===== src/rtl/event_encoder.sv =====
// event_encoder: sticky 8-to-3 priority encoder with a valid/ready output.
// Event pulses on `in` latch into pending flags. The index of the winning flag
// is presented on `out`, and that flag clears when the consumer accepts it.
// Default priority: the highest pending index wins.
// Optional build macro EVENT_ENCODER_RR_EN: round-robin priority instead. The
// search starts at last_grant+1 and wraps from WIDTH-1 to 0.
module event_encoder #(
  parameter int WIDTH = 8,
  parameter int IDX_W = 3
) (
  input  logic             clk,
  input  logic             rst_n,
  input  logic [WIDTH-1:0] in,
  output logic [IDX_W-1:0] out,
  output logic             out_valid,
  input  logic             out_ready,
  output logic [WIDTH-1:0] pending,
  output logic             overflow
);

  typedef enum logic {IDLE, PRESENT} state_t;

  state_t           state_q, state_d;
  logic [IDX_W-1:0] out_q, out_d;
  logic [WIDTH-1:0] pend_q, pend_d, clr_mask;
  logic             ovf_q, ovf_d;
  logic             accept, any_next;
  logic [IDX_W-1:0] enc;

  assign accept   = (state_q == PRESENT) && out_ready;
  assign any_next = |pend_d;

  // Clear the flag of the code being accepted; a same-cycle pulse still wins below
  always_comb begin
    clr_mask = '0;
    if (accept) clr_mask[out_q] = 1'b1;
  end

  // Next pending flags and sticky overflow (pulse onto a flag that stays pending)
  always_comb begin
    pend_d = (pend_q & ~clr_mask) | in;
    ovf_d  = ovf_q | (|(in & pend_q & ~clr_mask));
  end

`ifdef EVENT_ENCODER_RR_EN
  logic [IDX_W-1:0] ptr_q, ptr_d, start, idx;
  logic             found;

  // On acceptance the search starts right after the grant just taken, so the
  // code presented next already sees the advanced pointer
  always_comb begin
    start = accept ? out_q + IDX_W'(1) : ptr_q;
    ptr_d = accept ? out_q + IDX_W'(1) : ptr_q;
    enc   = '0;
    found = 1'b0;
    idx   = '0;
    for (int i = 0; i < WIDTH; i++) begin
      idx = start + IDX_W'(i);
      if (!found && pend_d[idx]) begin
        enc   = idx;
        found = 1'b1;
      end
    end
  end

  // Round-robin pointer moves only on acceptance
  always_ff @(posedge clk or negedge rst_n) begin
    if (!rst_n) ptr_q <= '0;
    else        ptr_q <= ptr_d;
  end
`else
  // Fixed priority: scanning upward, the last set bit found is the highest index
  always_comb begin
    enc = '0;
    for (int i = 0; i < WIDTH; i++)
      if (pend_d[i]) enc = IDX_W'(i);
  end
`endif

  // Pending flags and overflow registers
  always_ff @(posedge clk or negedge rst_n) begin
    if (!rst_n) begin
      pend_q <= '0;
      ovf_q  <= 1'b0;
    end else begin
      pend_q <= pend_d;
      ovf_q  <= ovf_d;
    end
  end

  // FSM state and presented code registers
  always_ff @(posedge clk or negedge rst_n) begin
    if (!rst_n) begin
      state_q <= IDLE;
      out_q   <= '0;
    end else begin
      state_q <= state_d;
      out_q   <= out_d;
    end
  end

  // Next state: leave PRESENT only when the last pending code is accepted
  always_comb begin
    state_d = state_q;
    case (state_q)
      IDLE:    if (any_next) state_d = PRESENT;
      PRESENT: if (out_ready && !any_next) state_d = IDLE;
      default: state_d = IDLE;
    endcase
  end

  // Output code: load a new code on entry or acceptance, otherwise hold it
  always_comb begin
    out_d = out_q;
    case (state_q)
      IDLE:    if (any_next) out_d = enc;
      PRESENT: if (out_ready && any_next) out_d = enc;
      default: out_d = out_q;
    endcase
  end

  assign out       = out_q;
  assign out_valid = (state_q == PRESENT);
  assign pending   = pend_q;
  assign overflow  = ovf_q;

endmodule

===== config.mk =====
export PLATFORM = sky130hd
export DESIGN_NAME = event_encoder
export DESIGN_NICKNAME = d
export VERILOG_FILES = /design/src/rtl/event_encoder.sv
export SDC_FILE = /design/constraint.sdc
export NUM_CORES = 1
export LEC_CHECK = 0
export ABC_AREA = 1
export CAP_MARGIN = 20
export CORE_MARGIN = 2
export CORE_UTILIZATION = 40
export CTS_CLUSTER_SIZE = 14
export DETAILED_ROUTE_END_ITERATION = 12
export GPL_ROUTABILITY_DRIVEN = 0
export PLACE_DENSITY = 0.84
export SYNTH_ARGS = -nofsm -noshare
export SYNTH_HDL_FRONTEND = slang
export SYNTH_SLANG_ARGS = --single-unit

===== constraint.sdc =====
create_clock -name clk -period 1.5 [get_ports clk]
set_clock_uncertainty 0.2 [all_clocks]
set_input_delay 0.3 -clock clk [delete_from_list [all_inputs] [get_ports clk]]
set_output_delay 0.3 -clock clk [all_outputs]
set_load 0.03 [all_outputs]

=== Yosys cells after proc, flatten, opt, wreduce, memory -nomap -nowiden ===
Cells that the tools add are included.

* Register bits after elaboration: 13

* Order comparisons: 2
* Eq/ne operators: 2
* Muxes and demuxes: 16
* Bitwise gates (word level): 7
* Reductions and logical operators: 8

{| class="wikitable"
|+ Operators by type and width
! operator !! count
|-
| 8-bit bitwise AND || 3
|-
| 3-bit 2-to-1 mux || 8
|-
| 8-bit OR reduction || 2
|-
| 8-bit 2-to-1 mux || 1
|-
| 8-bit inverter || 1
|-
| 8-bit bitwise OR || 1
|-
| 3-bit one-hot mux with 2 select lines || 1
|-
| 1-bit logical AND || 4
|-
| 3-bit by 4-bit less-than comparator with 1-bit output, second input constant || 1
|-
| 1-bit 2-to-1 mux || 4
|-
| 1-bit demux with 3-bit select || 1
|-
| 3-bit by 1-bit >= comparator with 1-bit output, second input constant || 1
|-
| 2-bit by 1-bit != test with 1-bit output, second input constant || 1
|-
| 2-bit != test, second input constant || 1
|-
| 1-bit one-hot mux with 2 select lines || 1
|-
| 2-bit AND reduction || 1
|-
| 1-bit zero test || 1
|-
| 1-bit inverter || 1
|-
| 1-bit bitwise OR || 1
|}

=== Longest topological paths before layout ===
* Word-level depth: 17
* Gate-level depth with buffers: 13
* Depth with buffers taken out: 13

=== Worst setup path after synthesis ===
Ideal clock, no wire load.

* Path type: register to register
* Start: register state_q, in the netlist out_valid
* End: register out_q[1], in the netlist out[1]
* Library setup time: 0.117 ns
* Data arrival time: 1.461 ns
* Setup slack: -0.278 ns
* Cell stages (with the launch flop): 12
* Path buffers: 0
* Clock period less this slack: 1.778 ns
* Path through: dfrtp_1 -> nand2_1 -> nor2_2 -> nand3_1 -> nand2_2 -> nand2_2 -> nor2_4 -> nand2_2 -> nor2_4 -> nor2_2 -> nand2_1 -> nand2_1

* Elaborated cells between the ends (all ways): 20
* Classes of those cells: eq/ne (2); mux (10); bitwise (4); reduce/logical (4)

{| class="wikitable"
|+ RTL lines
! element !! line !! text
|-
| from (decl) || 23 || <nowiki>state_t state_q, state_d;</nowiki>
|-
| from (signal assigned) || 97 || <nowiki>state_q <= state_d;</nowiki>
|-
| 1-bit logical AND (*) || 30 || <nowiki>assign accept = (state_q == PRESENT) && out_ready;</nowiki>
|-
| 8-bit 2-to-1 mux (*) || 36 || <nowiki>if (accept) clr_mask[out_q] = 1'b1;</nowiki>
|-
| 8-bit inverter (*) || 41 || <nowiki>pend_d = (pend_q & ~clr_mask) | in;</nowiki>
|-
| 8-bit bitwise AND (*) || 41 ||
|-
| 8-bit bitwise OR (*) || 41 ||
|-
| via pend_d[6] || 25 || <nowiki>logic [WIDTH-1:0] pend_q, pend_d, clr_mask;</nowiki>
|-
| 8-bit OR reduction or 3-bit 2-to-1 mux (tied branches) || 31, 76 ||
|-
| 1-bit logical AND or 3-bit 2-to-1 mux (tied branches) || 117, 76 ||
|-
| 2-bit by 1-bit != test with 1-bit output (no line), or another cell as far along || - ||
|-
| 2-bit AND reduction (no line) or 3-bit one-hot mux with 2 select lines (tied branches) || - ||
|-
| to (signal assigned) || 98 || <nowiki>out_q <= out_d;</nowiki>
|-
| to (decl) || 24 || <nowiki>logic [IDX_W-1:0] out_q, out_d;</nowiki>
|}

Mark *: on every way through the listed nets, which the timed path passes. The rest lies on a longest branch. The select of a mux whose other input is x is not followed.
A chain may end at the register's enable or synchronous reset.

=== Worst setup path in the final report ===
* Start: register out_q[1], in the netlist out[1]
* End: register out_q[1], in the netlist out[1]

* Cells in the longest elaborated chain, start to end: 16
* Elaborated cells between the ends (all ways): 23
* Classes of those cells: order compare (2); eq/ne (2); mux (12); bitwise (3); reduce/logical (4)

{| class="wikitable"
|+ RTL lines
! element !! line !! text
|-
| 3-bit by 4-bit less-than comparator with 1-bit output (not written as such) or 3-bit by 1-bit >= comparator with 1-bit output (tied branches) || 36 ||
|-
| 1-bit logical AND (not written as such) || 36 ||
|-
| 1-bit 2-to-1 mux (not written as such) || 36 ||
|-
| 1-bit demux with 3-bit select (*) || 36 ||
|-
| 8-bit 2-to-1 mux (*) || 36 ||
|-
| 8-bit inverter (*) || 41 ||
|-
| 8-bit bitwise AND (*) || 41 ||
|-
| 8-bit bitwise OR (*) || 41 ||
|-
| via pend_d[2] || 25 ||
|-
| 3-bit 2-to-1 mux (6 in series) || 76 || <nowiki>if (pend_d[i]) enc = IDX_W'(i);</nowiki>
|-
| 3-bit 2-to-1 mux (on tied branches) || 117, 116 ||
|-
| 3-bit one-hot mux with 2 select lines || 115 || <nowiki>case (state_q)</nowiki>
|}

Marked as above.

==> results_dict.tcl <==
set metrics [dict create \
    final_hold_viol_count 0 \
    finalSetupViolCount 7 \
    sequential_fraction_of_design_power_pct 45.1 \
    transition_time_at_the_pin_with_the_least_slew_margin_ps 263.2 \
    drc 0 \
    initial_utilization_pct 43.69 \
    clock_power_share_pct 26.1 \
    layout_commonest_cell "sky130_fd_sc_hd__buf_4" \
    grt_pass1_wl_mm 3.070 \
    dieWidth_um 47.90 \
    crit_chain "nand2_2 > inv_2 > nand2_2 > nand2_2 > nand2_2 > nor2_4 > buf_4 > o31ai_1 > nand2_1 > nand2_1" \
    diodes 0 \
    synth_seq_area_share_pct 42.21 \
    criticalPathCategory "reg2reg" \
    max-slew-margin-rel_pct 82.30 \
    syn_std_cell_area_sq_um 770.7 \
    ctsLongestPathBuffers 2 \
    core.rowCount 15 \
    synth.avg_cell_area_sq_um 8.288 \
    number_of_sinks_driven_by_the_clock_tree 13 \
    combinational_power_share_pct 28.8 \
    place_inst 153 \
    ys_seq_elements 13 \
    critical_path.startpoint_type "register" \
    drt-total-wl_mm 1.942 \
    worst-endpoint-required_ps 1530 \
    cp_max_fo 7 \
    crit_path_frequent_cell "sky130_fd_sc_hd__nand2_2" \
    ant_nets 0 \
    final_layout_size_suffix_gt1_share_pct 52.17 \
    hold_path_class "in2async" \
    syn_inst 93 \
    max-vdd-ir-drop_uv 509.7 \
    finalMaxSlewViolations 0 \
    placeableCoreArea_sq_um 1764 \
    first_pass_iters 4 \
    top_level_ports 24 \
    violated_checks "negative setup slack" \
    slowest_stage "sky130_fd_sc_hd__dfrtp_2" \
    p_per_area_nw_per_um2 706.0 \
    cell_family_with_most_cp_delay "simple AND/OR/NAND/NOR gates" \
    drt_iter0_drc 6 \
    final.fill_count 152 \
    tritoncts "built" \
    clk_transition_reported_paths_ps 80 \
    dp_worst_setup_slack_ps -668.3 \
    static-leakage-power_uw 0.0006098 \
    hold_ws_ps 108.5 \
    placement.io_buffers 23 \
    worstPathArrival_ps 1740 \
    timing.critical_path.slowest_cell_delay_ps 490 \
    synthDistinctLibCells 18 \
    clock_tree.root_cell "sky130_fd_sc_hd__clkbuf_4" \
    final_min_period_over_clock_period_pct 114.1 \
    hpwlAfterDp_mm 1.469 \
    timing.final.crit_period_ps 1711 \
    status "complete, but fails checks" \
    switching_share_pct 32.22 \
    fin_ws_ps -210.9 \
    critical_path_buf_inv_count 2 \
    grt_util_all_layers_pct 19.77 \
    fp.dieArea_sq_um 2294 \
    cts_made_buffers 3 \
    grt_antenna_before_repair 0 \
    cap_viol_max_count 0 \
    rsz0062_at_grt "true" \
    final_cell_mix "sky130_fd_sc_hd__buf_4 (26), sky130_fd_sc_hd__nand2_1 (19), sky130_fd_sc_hd__inv_1 (14)" \
    nets 150 \
    die_h_um 47.90 \
    setup.worst_path.end_class "register" \
    vias_per_cell 4.761 \
    postCtsHoldBufs 0 \
    gr-total-overflow 0 \
    vias_in_the_first_global_route 701 \
    timing.fmax_mhz 584.5 \
    insertion_delay_ps 280 \
    mappedNetlistNets 104 \
    power.internal_uw 584.4 \
    wire_per_inst_um 11.91 \
    h_tree_depth 1 \
    p_switching_uw 277.8 \
    grt_start_max_net_pins 14 \
    area.growth.synth_to_final_pct 58.44 \
    detailroute.via_count 776 \
    final_cell_count_no_fill 163 \
    yosys_warns 0 \
]
-- per-layer routing --
metal	share of wire, %	GRT usage [%]	vias to the layer above
met5	0	0	-
met4	1.8	6.486	0
met3	5.9	4.151	5
met2	53	33.87	26
met1	39	24.60	367
li1	-	-	378
-- Yosys cell counts (all sizes together) --
cell | n | share of area [%]
a21oi | 2 | 2.8
dfrtp | 13 | 42
nor2 | 11 | 11
o22ai | 3 | 2.4
o21ai | 6 | 6.3
nand3b | 1 | 0.97
nand3 | 4 | 3.2
o31ai | 1 | 0.97
nand2 | 34 | 21
inv | 18 | 8.8
-- path summary, 6_finish.rpt --
check / startpoint / cells past startpoint / end / slack, ps
max: out[1]$_DFFE_PN0P_ / 10 / out[1]$_DFFE_PN0P_ / -210
min in group clk: overflow$_DFF_PN0_ / 1 / overflow$_DFF_PN0_ / 300
max in group asynchronous: rst_n / 2 / out[2]$_DFFE_PN0P_ / 810
max reg2reg: out[1]$_DFFE_PN0P_ / 10 / out[1]$_DFFE_PN0P_ / -210
min reg2reg: overflow$_DFF_PN0_ / 1 / overflow$_DFF_PN0_ / 300
min: rst_n / 2 / pending[5]$_DFF_PN0_ / 110
-- registers in the layout (all words and copies together), names as in the netlist --
name,cells
overflow,1
out,3
pending,8
out_valid,1
-- repair_timing --
| action | 4_1_cts | 5_1_grt |
|---|---|---|
| pin swaps | 4 | 1 |
| gates resized for setup | 17 | 2 |
| endpoints found under the setup margin | 7 | 8 |
| buffers inserted | 4 | 2 |
-- cells by family after synthesis --
group | after synthesis | synth area share (%)
AO/OA/AOI/OAI | 12 | 12.50
buffers and inverters | 18 | 8.767
flip-flops | 13 | 42.21
AND/OR/NAND/NOR | 50 | 36.52
-- final cells by class --
cell class,instances,area (sq um),share of cell area [%]
multi-input combinational,62,412.9,33.81
timing repair buffer,41,350.3,28.69
sequential,13,330.3,27.05
inverter,18,70.07,5.738
tap,25,31.28,2.561
clock buffer,4,26.28,2.152
-- power by group through the flow --
stage          combinational, uW  sequential [uW]  clock, uW
2_1_floorplan               84.2              422          0
3_3_place_gp                 220              389          0
3_5_place_dp                 225              390          0
4_1_cts                      244              388        227
5_1_grt                      269              391        248
6_report                     248              389        225
-- stage by stage --
step	power, uW	utilization, %	TNS, ps	area (sq um)
floorplan	506.0	-	-542.6	775.7
global placement	609.1	62.06	-4066	1095
detailed placement	614.9	62.06	-4541	1095
CTS	859.7	68.16	-645.6	1202
global route	907.6	69.22	-1480	1221
finish	862.2	69.22	-786.2	1221
No activity file was read; power rests on OpenSTA's default activity.
==> edit: new RTL, same flow settings <==
Change the parameter `IDX_W` from 3 to 5.
--- a/src/rtl/event_encoder.sv
+++ b/src/rtl/event_encoder.sv
@@ -6,7 +6,7 @@
 // search starts at last_grant+1 and wraps from WIDTH-1 to 0.
 module event_encoder #(
   parameter int WIDTH = 8,
-  parameter int IDX_W = 3
+  parameter int IDX_W = 5
 ) (
   input  logic             clk,
   input  logic             rst_n,
Ports: changed (resized out); port bits go from 24 to 26. No check against the original RTL was run, so the function may have changed too.
==> edit against the original RTL <==
The run still ends with setup timing left; sequential cell count did not move; setup slack got worse by 34 ps; worst hold slack gained 4.9 ps; first-iteration DRC count grew to 3.2 times the old value; power increased by 1.8%; global-route usage is 0.70 points lower; synthesized area up 2.4%; routed wire length is 8.0% higher; design area up 2.9%; fmax is 2.0% lower; critical endpoint unchanged; largest power group unchanged.
==> edit: results (changes against the original RTL) <==
| Metric | Value |
|---|---|
| Clock Latency Late Sink | `280 ps (about the same)` |
| Worst Hold Class | `in -> async` |
| Power Internal | `0.000589 W (+0.79%)` |
| Largest net degree at the start of global routing | `14 (unchanged)` |
| Ranking of synthesized cells by area | `dfrtp_1 41%, nand2_1 11%, inv_1 7.6%` |
| Placed insts | `161 (+5.2%)` |
| Max clock buf depth | `2 (unchanged)` |
| Worst path arrival time | `1720 ps (-20 ps)` |
| Post-synth ARST share | `1.00 (unchanged)` |
| Max reg flops | `8 (unchanged)` |
| Cell variety after synth | `20 (+2)` |
| DRT iter0 DRCs | `19 (+13)` |
| Crit path max fanout | `4 (-3)` |
| Seq/Total Area, Yosys | `0.412 (-0.0100)` |
| CTS root buffer | `clkbuf_4` |
| Post-DP HPWL | `1490 um (+1.1%)` |
| Syn Area/Cell | `8.22 um^2 (-0.77%)` |
| Failing checks | `setup timing` |
| GRT Total Usage | `0.191 (-0.00696)` |
| Ant. Diodes | `0 (unchanged)` |
| Share of layout cells above drive strength 1 | `0.514 (-0.00765)` |
| Final worst setup slack | `-245 ps (-34.5 ps)` |
| First-pass GRT wire length | `3430 um (+12%)` |
| PortBufs | `23 (unchanged)` |
| Ys flop type | `dfrtp_1` |
| DRT Pass-1 Iters | `4 (unchanged)` |
| Nets | `154 (+2.7%)` |
| Total CTS buffers | `3 (unchanged)` |
| Vias in the first global route | `845 (+21%)` |
| Setup TNS Final | `-922 ps (-136 ps)` |
| Most common library cells after synthesis | `23 x nand2_1, 16 x inv_1, 13 x dfrtp_1, 9 x nand2_2` |
| Initial antenna violation count | `0 (unchanged)` |
| Final setup vio count | `6 (-1)` |
| Outcome | `finished, violations left` |
| Post-synth EDFFs | `0 (unchanged)` |
| Via Count | `800 (+3.1%)` |
| Yosys warning count | `0 (unchanged)` |
| LEAKAGE | `0.634 nW (+4.0%)` |
| # H-tree levels | `1 (unchanged)` |
| Fillers | `146 (-3.9%)` |
| Final wirelength | `2100 um (+8.0%)` |
| VDD IR max | `361 uV (-29%)` |
| Wire length per cell | `12.4 um (+4.1%)` |
-- edit: cell types whose count changed in the layout (fill, tap and decap cells not counted) --
cell     before  now
o21ai_1       1    0
inv_1        14   15
o21ai_0       0    1
o31ai_2       0    1
inv_2         3    2
o31ai_1       1    0
nand2_1      19   20
nand2_2      12   11
conb_1        0    2
buf_6         5    7
-- edit: logic make-up after synthesis --
group	Yosys count	synth area share
simple gates	50	0.357
buf+inv	20	0.105
flops	13	0.412
compound gates	12	0.122
other cells	1	0.00475
-- edit: cell type report --
cell class / count / area [um^2] / area share
inverter: 18 / 70.1 / 0.0558
multi-input combinational: 64 / 423 / 0.337
timing repair buffer: 43 / 373 / 0.297
sequential: 13 / 330 / 0.263
clock buffer: 4 / 26.3 / 0.0209
tap: 27 / 33.8 / 0.0269
-- edit: critical path, cell delays in order, from the launching register on --
cell and delay [ps]:
dfrtp_2 410, nand2_2 80, nor2_4 140, nand2_2 100, a21oi_4 150, inv_2 80, nor2_4 100, nand2_4 80
nor2_4 110, nor2_2 60, nand2_1 80, nand2_1 50
-- edit: timing repair --
action,in CTS,in global routing
setup buffers,2,3
resized for setup,11,8
endpoints found under the setup margin,10,9
hold endpoints to repair,0,0
pin swaps,4,4
-- edit: metrics by stage --
stage	area [um^2]	setup WS [ps]	total power, W	util
floorplan	798	-172	0.000517	-
global placement	1130	-616	0.000621	0.597
detailed placement	1130	-705	0.000626	0.597
CTS	1210	-214	0.000870	0.637
global route	1260	-331	0.000913	0.661
finish	1260	-245	0.000878	0.661
-- edit: worst paths after layout --
check,cells after the start,slack [ps],startpoint,end
max,11,-250,out_valid,out[1]
min,2,110,rst_n,pending[1]
max reg2reg,11,-250,out_valid,out[1]
min reg2reg,1,280,overflow,overflow
max in group asynchronous,2,800,rst_n,out[2]
min in group clk,1,280,overflow,overflow
-- edit: power groups by stage --
stage	Clock (W)	Combinational (W)	Sequential [W]
after floorplan	0	0.0000947	0.000422
after detailed placement	0	0.000236	0.000390
after global placement	0	0.000232	0.000389
final	0.000229	0.000260	0.000388
after CTS	0.000234	0.000252	0.000384
after global routing	0.000243	0.000280	0.000391
-- edit: per-layer routing --
layer  vias up  wire (um)  global-route usage
met1       382        805               0.201
met3         9        125              0.0463
met2        29       1090               0.336
li1        380          -                   -
met5         -          0                   0
met4         0         72               0.129
